### src/rtl/root_data_return_net_pkg.sv
// Shared constants and twiddle block type for the NTT/INTT <-> root-power interconnect.
package root_data_return_net_pkg;

    localparam int FSIZE          = 16;  // coefficient width
    localparam int logE           = 2;   // butterfly stages per NTT unit
    localparam int E              = 4;   // lanes; E/2 twiddles per stage
    localparam int N              = 16;  // polynomial length
    localparam int NTT_INTT_NUM   = 4;   // NTT/INTT units
    localparam int ROOT_POWER_NUM = 4;   // root-power RAM banks

    // One bank read beat: a twiddle for every butterfly of every stage.
    typedef logic [logE-1:0][E/2-1:0][FSIZE-1:0] twiddle_blk_t;

endpackage

### src/rtl/root_data_return_net_sel_pipe.sv
// Select delay line: carries {valid, select} from request issue until the
// root-power RAM read data for that request is present at the mux tree input.
// The valid bit is the MSB; a valid clear drops every beat already in the line
// while the entry being written this cycle is still accepted.
module rdn_sel_pipe
    import root_data_return_net_pkg::*;
#(
    parameter int WIDTH = 3,
    parameter int DEPTH = 3
) (
    input  logic             clk,
    input  logic             rst,
    input  logic             valid_clr,
    input  logic [WIDTH-1:0] din,
    output logic [WIDTH-1:0] dout
);

    logic [WIDTH-1:0] stage [DEPTH];

    // Shift one stage per cycle; valid_clr kills in-flight beats but not the new one.
    always_ff @(posedge clk or posedge rst) begin
        if (rst) begin
            for (int i = 0; i < DEPTH; i++) begin
                stage[i] <= '0;
            end
        end else begin
            stage[0] <= din;
            for (int i = 1; i < DEPTH; i++) begin
                stage[i] <= {stage[i-1][WIDTH-1] & ~valid_clr, stage[i-1][WIDTH-2:0]};
            end
        end
    end

    assign dout = stage[DEPTH-1];

endmodule

### src/rtl/root_data_return_net.sv
// Return path of the root-power interconnect: routes W/WQ twiddle read data
// from ROOT_NUM banks to NTT_NUM units. Each request's bank select is delayed
// to line up with the RAM read data, then the beat walks a registered binary
// mux tree, one select bit per level (LSB first). Outputs are zero when idle.
module root_data_return_net
    import root_data_return_net_pkg::*;
#(
    parameter int  NTT_NUM   = NTT_INTT_NUM,
    parameter int  ROOT_NUM  = ROOT_POWER_NUM,
    parameter int  SEL_DELAY = 3,
    localparam int LVL       = $clog2(ROOT_NUM)
) (
    input  logic                              clk,
    input  logic                              rst,
    input  logic                              flush,
    input  logic [NTT_NUM-1:0]                req_valid,
    input  logic [NTT_NUM-1:0][LVL-1:0]       root_select,
    input  twiddle_blk_t [ROOT_NUM-1:0]       root_rdata_W,
    input  twiddle_blk_t [ROOT_NUM-1:0]       root_rdata_WQ,
    output twiddle_blk_t [NTT_NUM-1:0]        ntt_rdata_W,
    output twiddle_blk_t [NTT_NUM-1:0]        ntt_rdata_WQ,
    output logic [NTT_NUM-1:0]                ntt_rdata_valid
);

    if (ROOT_NUM < 2 || (ROOT_NUM & (ROOT_NUM - 1)) != 0) begin : g_bad_root_num
        $error("root_data_return_net: ROOT_NUM must be a power of two >= 2");
    end
    if (SEL_DELAY < 1) begin : g_bad_sel_delay
        $error("root_data_return_net: SEL_DELAY must be >= 1");
    end

    for (genvar n = 0; n < NTT_NUM; n++) begin : g_ntt
        // {valid, select} at the moment this NTT's bank data reaches the tree
        logic [LVL:0] tail;

        rdn_sel_pipe #(
            .WIDTH (LVL + 1),
            .DEPTH (SEL_DELAY)
        ) u_sel_pipe (
            .clk       (clk),
            .rst       (rst),
            .valid_clr (flush),
            .din       ({req_valid[n], root_select[n]}),
            .dout      (tail)
        );

        for (genvar k = 0; k < LVL; k++) begin : g_lvl
            localparam int NODES = ROOT_NUM >> (k + 1);

            logic         sel_bit;
            logic         vld_in;
            logic         vld_q;
            twiddle_blk_t cand_w  [2*NODES];
            twiddle_blk_t cand_wq [2*NODES];
            twiddle_blk_t w_q     [NODES];
            twiddle_blk_t wq_q    [NODES];

            if (k == 0) begin : g_src_banks
                assign sel_bit = tail[0];
                assign vld_in  = tail[LVL];
                for (genvar j = 0; j < 2*NODES; j++) begin : g_cand
                    assign cand_w[j]  = root_rdata_W[j];
                    assign cand_wq[j] = root_rdata_WQ[j];
                end
            end else begin : g_src_prev
                assign sel_bit = g_lvl[k-1].g_sel.sel_q[0];
                assign vld_in  = g_lvl[k-1].vld_q;
                for (genvar j = 0; j < 2*NODES; j++) begin : g_cand
                    assign cand_w[j]  = g_lvl[k-1].w_q[j];
                    assign cand_wq[j] = g_lvl[k-1].wq_q[j];
                end
            end

            // Select bits still needed by deeper levels travel with the beat.
            if (k < LVL - 1) begin : g_sel
                logic [LVL-2-k:0] sel_q;
                logic [LVL-2-k:0] sel_nxt;

                if (k == 0) begin : g_first
                    assign sel_nxt = tail[LVL-1:1];
                end else begin : g_rest
                    assign sel_nxt = g_lvl[k-1].g_sel.sel_q[LVL-1-k:1];
                end

                // Register the remaining select bits alongside this level's data.
                always_ff @(posedge clk or posedge rst) begin
                    if (rst) begin
                        sel_q <= '0;
                    end else begin
                        sel_q <= sel_nxt;
                    end
                end
            end

            // Registered 2:1 mux per pair; flush drops the beat's valid.
            always_ff @(posedge clk or posedge rst) begin
                if (rst) begin
                    vld_q <= 1'b0;
                    for (int j = 0; j < NODES; j++) begin
                        w_q[j]  <= '0;
                        wq_q[j] <= '0;
                    end
                end else begin
                    vld_q <= vld_in & ~flush;
                    for (int j = 0; j < NODES; j++) begin
                        w_q[j]  <= sel_bit ? cand_w[2*j+1]  : cand_w[2*j];
                        wq_q[j] <= sel_bit ? cand_wq[2*j+1] : cand_wq[2*j];
                    end
                end
            end
        end

        // Idle bus is held at zero so downstream never sees stale twiddles.
        assign ntt_rdata_valid[n] = g_lvl[LVL-1].vld_q;
        assign ntt_rdata_W[n]     = g_lvl[LVL-1].vld_q ? g_lvl[LVL-1].w_q[0]  : '0;
        assign ntt_rdata_WQ[n]    = g_lvl[LVL-1].vld_q ? g_lvl[LVL-1].wq_q[0] : '0;
    end

endmodule

### config.mk
export PLATFORM = sky130hd
export DESIGN_NAME = root_data_return_net
export DESIGN_NICKNAME = d
export VERILOG_FILES = /design/src/rtl/root_data_return_net_pkg.sv /design/src/rtl/root_data_return_net_sel_pipe.sv /design/src/rtl/root_data_return_net.sv
export SDC_FILE = /design/constraint.sdc
export NUM_CORES = 2
export LEC_CHECK = 0
export BUFFER_PORTS_ARGS = -buffer_cell sky130_fd_sc_hd__buf_2
export CORE_AREA = 2 2 400 402
export DETAILED_ROUTE_END_ITERATION = 10
export DIE_AREA = 0 0 402 404
export PLACE_DENSITY_LB_ADDON = 0.12
export SYNTH_ARGS = -nofsm -noshare
export SYNTH_HDL_FRONTEND = slang
export SYNTH_SLANG_ARGS = --single-unit
### constraint.sdc
create_clock -name clk -period 50.1 [get_ports clk]
set_input_delay 2.505 -clock clk [delete_from_list [all_inputs] [get_ports clk]]
set_output_delay 2.505 -clock clk [all_outputs]
set_load 0.01 [all_outputs]
==> flow_summary.toml <==
[floorplanning]
initial_utilization_pct = 39.4
die_width_um = 402
rows = 146
dieArea_sq_um = 162000
die_h_um = 404
pin_count = 1043
core_sq_um = 158000

[sta]
fmax_mhz = 144
worst-slew-pin-transition_ns = 1.13
max_slew_margin_pct = 24.5
fin_skew_ns = 0.0300
finalSetupViolations = 0
hold_viol = 0
timing.setup.tns_ns = 0
setup_ws_ns = 43.16
rsz0062_at_grt = "false"
min_period_ns = 6.94
drv_slew = 0
finalCritPeriodShare_pct = 13.9

[grt]
grt_max_degree = 187
grt_pass1_vias = 37301
grt_util_all_layers_pct = 23.0
grt_pass1_wl_mm = 270
grt-ovfl-total = 0
antenna_found_initial = 163

[setup_path]
crit_path_end_kind = "asynchronous set/reset pin"
worstPathArrival_ns = 7.62
cp_data_required_time_ns = 50.77
crit_type = "input port to asynchronous set/reset pin"
cp-start-kind = "input port"
worstPathMaxFanout = 179

[drt]
drc = 0
avgViaCountPerCell = 4.96
avgRoutedWirePerCell_um = 26.2
drt_iter0_markers = 1876
detail-route-antenna-nets = 0
vias = 35522
drt_pass1_iterations = 4
wirelength_mm = 188

[power]
power_density_nw_per_um2 = 39.3
p_leak_nw = 34.1
peakVddDrop_mv = 0.0321
power_mw = 2.92

[logic_synthesis]
synth_most_common_cell = "dfrtp_1"
netlist.area_leader.share_pct = 63.8
synth_top_cell_by_area = "dfrtp_1"
synthTopCellsByArea = "dfrtp_1, mux2_2, and2_1"
syn_area_sq_um = 62100
synth_commonest_cells = "dfrtp_1, mux2_2, and2_1, buf_6, clkbuf_1"
synth_top_family_by_area = "multiplexers"
yosys_warnings = 0
async_flop_share_pct = 100
synth_edf_count = 0
synth_xor_area_share_pct = 0
synthSimpleGateAreaFrac_pct = 5.32
synth_cell_types = 9
syn-num-nets = 4405
synth_cells = 3878
synthAdderAreaFrac_pct = 0
synth_mux_area_share_pct = 27.8
synth_seq_cells = 1584
synth-compound-area-share_pct = 0
synth-main-ff-cell = "dfrtp_1"
ys_seq_area_share_pct = 63.8
syn_area_per_cell_sq_um = 16.0

[cells_and_area]
fillerInstances = 14253
num-nets-final = 5437
syn_to_final_growth_pct = 19.6
fin_area_sq_um = 74300
drive_gt1_share_pct = 57.5

[place]
dp_hpwl_mm = 124
place.gp.congestion = 0.820
dpl_cell_area_sq_um = 68500
dp_slack_ns = 42.15
io_buffers = 1042

[clock_tree]
ctsRootBufferMaster = "clkbuf_16"
clock_sinks = 1584
path_clk_slew_ns = 0.06
hold_buffers = 0
cts_tree = "built"
cts_setup_buffers = 0
cts_resized = 0
cts_buffer_depth = 3
htree_levels = 4
clk_latency_ns = 0.79
cts_buffers = 169

[run]
max_cap_violations = 0

[run_status]
outcome = "finished, final reports clean"

[worst_hold_path]
worstHoldPathType = "flop to flop"
cells in the final DEF (no fill, tap or decap), drive strengths merged:
cell type,synthesis,layout
bufinv,0,6
mux2,1536,1536
buf,172,1090
dfrtp,1584,1584
nor2b,16,16
and2,512,512
clkinv,0,30
diode,0,40
inv,1,5
clkbuf,57,268
final cells by class:
type,count,area (sq um),area share [%]
inverters,1,11.3,0.0152
multi-input cells,2064,20600,27.7
clock buffers,268,5170,6.96
repair buffers,1090,5640,7.59
flip-flops and latches,1584,39700,53.4
clock inverters,40,507,0.682
well taps,2072,2590,3.49
diodes,40,100,0.135
layer usage:
| layer | track usage, % | vias up | routed length (um) |
|---|---|---|---|
| met4 | 7.06 | 80 | 5890 |
| met3 | 6.62 | 454 | 12200 |
| li1 | - | 15380 | - |
| met1 | 28.9 | 18571 | 77200 |
| met2 | 38.3 | 1037 | 91800 |
| met5 | 0 | - | 522 |
flip-flops by register name, indices dropped and copies added, names as in the netlist:
register	cells
g_ntt.u_sel_pipe.stage	24
g_ntt.g_lvl.vld_q	8
g_ntt.g_lvl.g_sel.sel_q	4
g_ntt.u_sel_pipe.dout	12
g_ntt.g_lvl.wq_q	768
g_ntt.g_lvl.w_q	768
metrics by stage:
step / util, % / cells / hold WS, ns
floorplan: - / 3878 / 0.331
global placement: 43.4 / 6811 / 0.333
detailed placement: 43.4 / 6811 / 0.335
CTS: 47.0 / 7119 / 0.348
global route: 47.0 / 7139 / 0.353
finish: 47.1 / 7159 / 0.346
worst max-delay path, cell delays in order:
cell	delay, ns
buf_2	0.14
inv_8	0.58
buf_4	0.77
buf_4	0.79
buf_4	0.83
buf_12	0.59
buf_4	0.88
cell families (layout without fill, tap and decap cells):
logic type,count (synthesis),in the layout
buf+inv,230,1399
flops,1584,1584
mux,1536,1536
other cells,0,40
simple gates,528,528
report_power, final:
| part | internal (mW) | total, mW | switching (mW) |
|---|---|---|---|
| Clock | 0.741 | 1.26 | 0.521 |
| Combinational | 0.118 | 0.229 | 0.111 |
| Sequential | 1.39 | 1.43 | 0.0467 |
path summary, 6_finish.rpt:
| check | from | end | slack (ns) | cells past startpoint |
|---|---|---|---|---|
| max reg2reg | g_ntt[2].u_sel_pipe.dout[0] | g_ntt[2].g_lvl[0].wq_q[76] | 45.87 | 4 |
| min in group asynchronous | rst | g_ntt[1].g_lvl[1].wq_q[32] | 1.93 | 2 |
| max in group clk | g_ntt[3].g_lvl[1].vld_q | ntt_rdata_WQ[209] | 44.33 | 4 |
| max | rst | g_ntt[3].u_sel_pipe.dout[0] | 43.16 | 7 |
| min reg2reg | g_ntt[0].u_sel_pipe.stage[4] | g_ntt[0].u_sel_pipe.dout[1] | 0.35 | 0 |
| min | g_ntt[0].u_sel_pipe.stage[4] | g_ntt[0].u_sel_pipe.dout[1] | 0.35 | 0 |
Note: power is estimated with default switching activity, not from simulation.
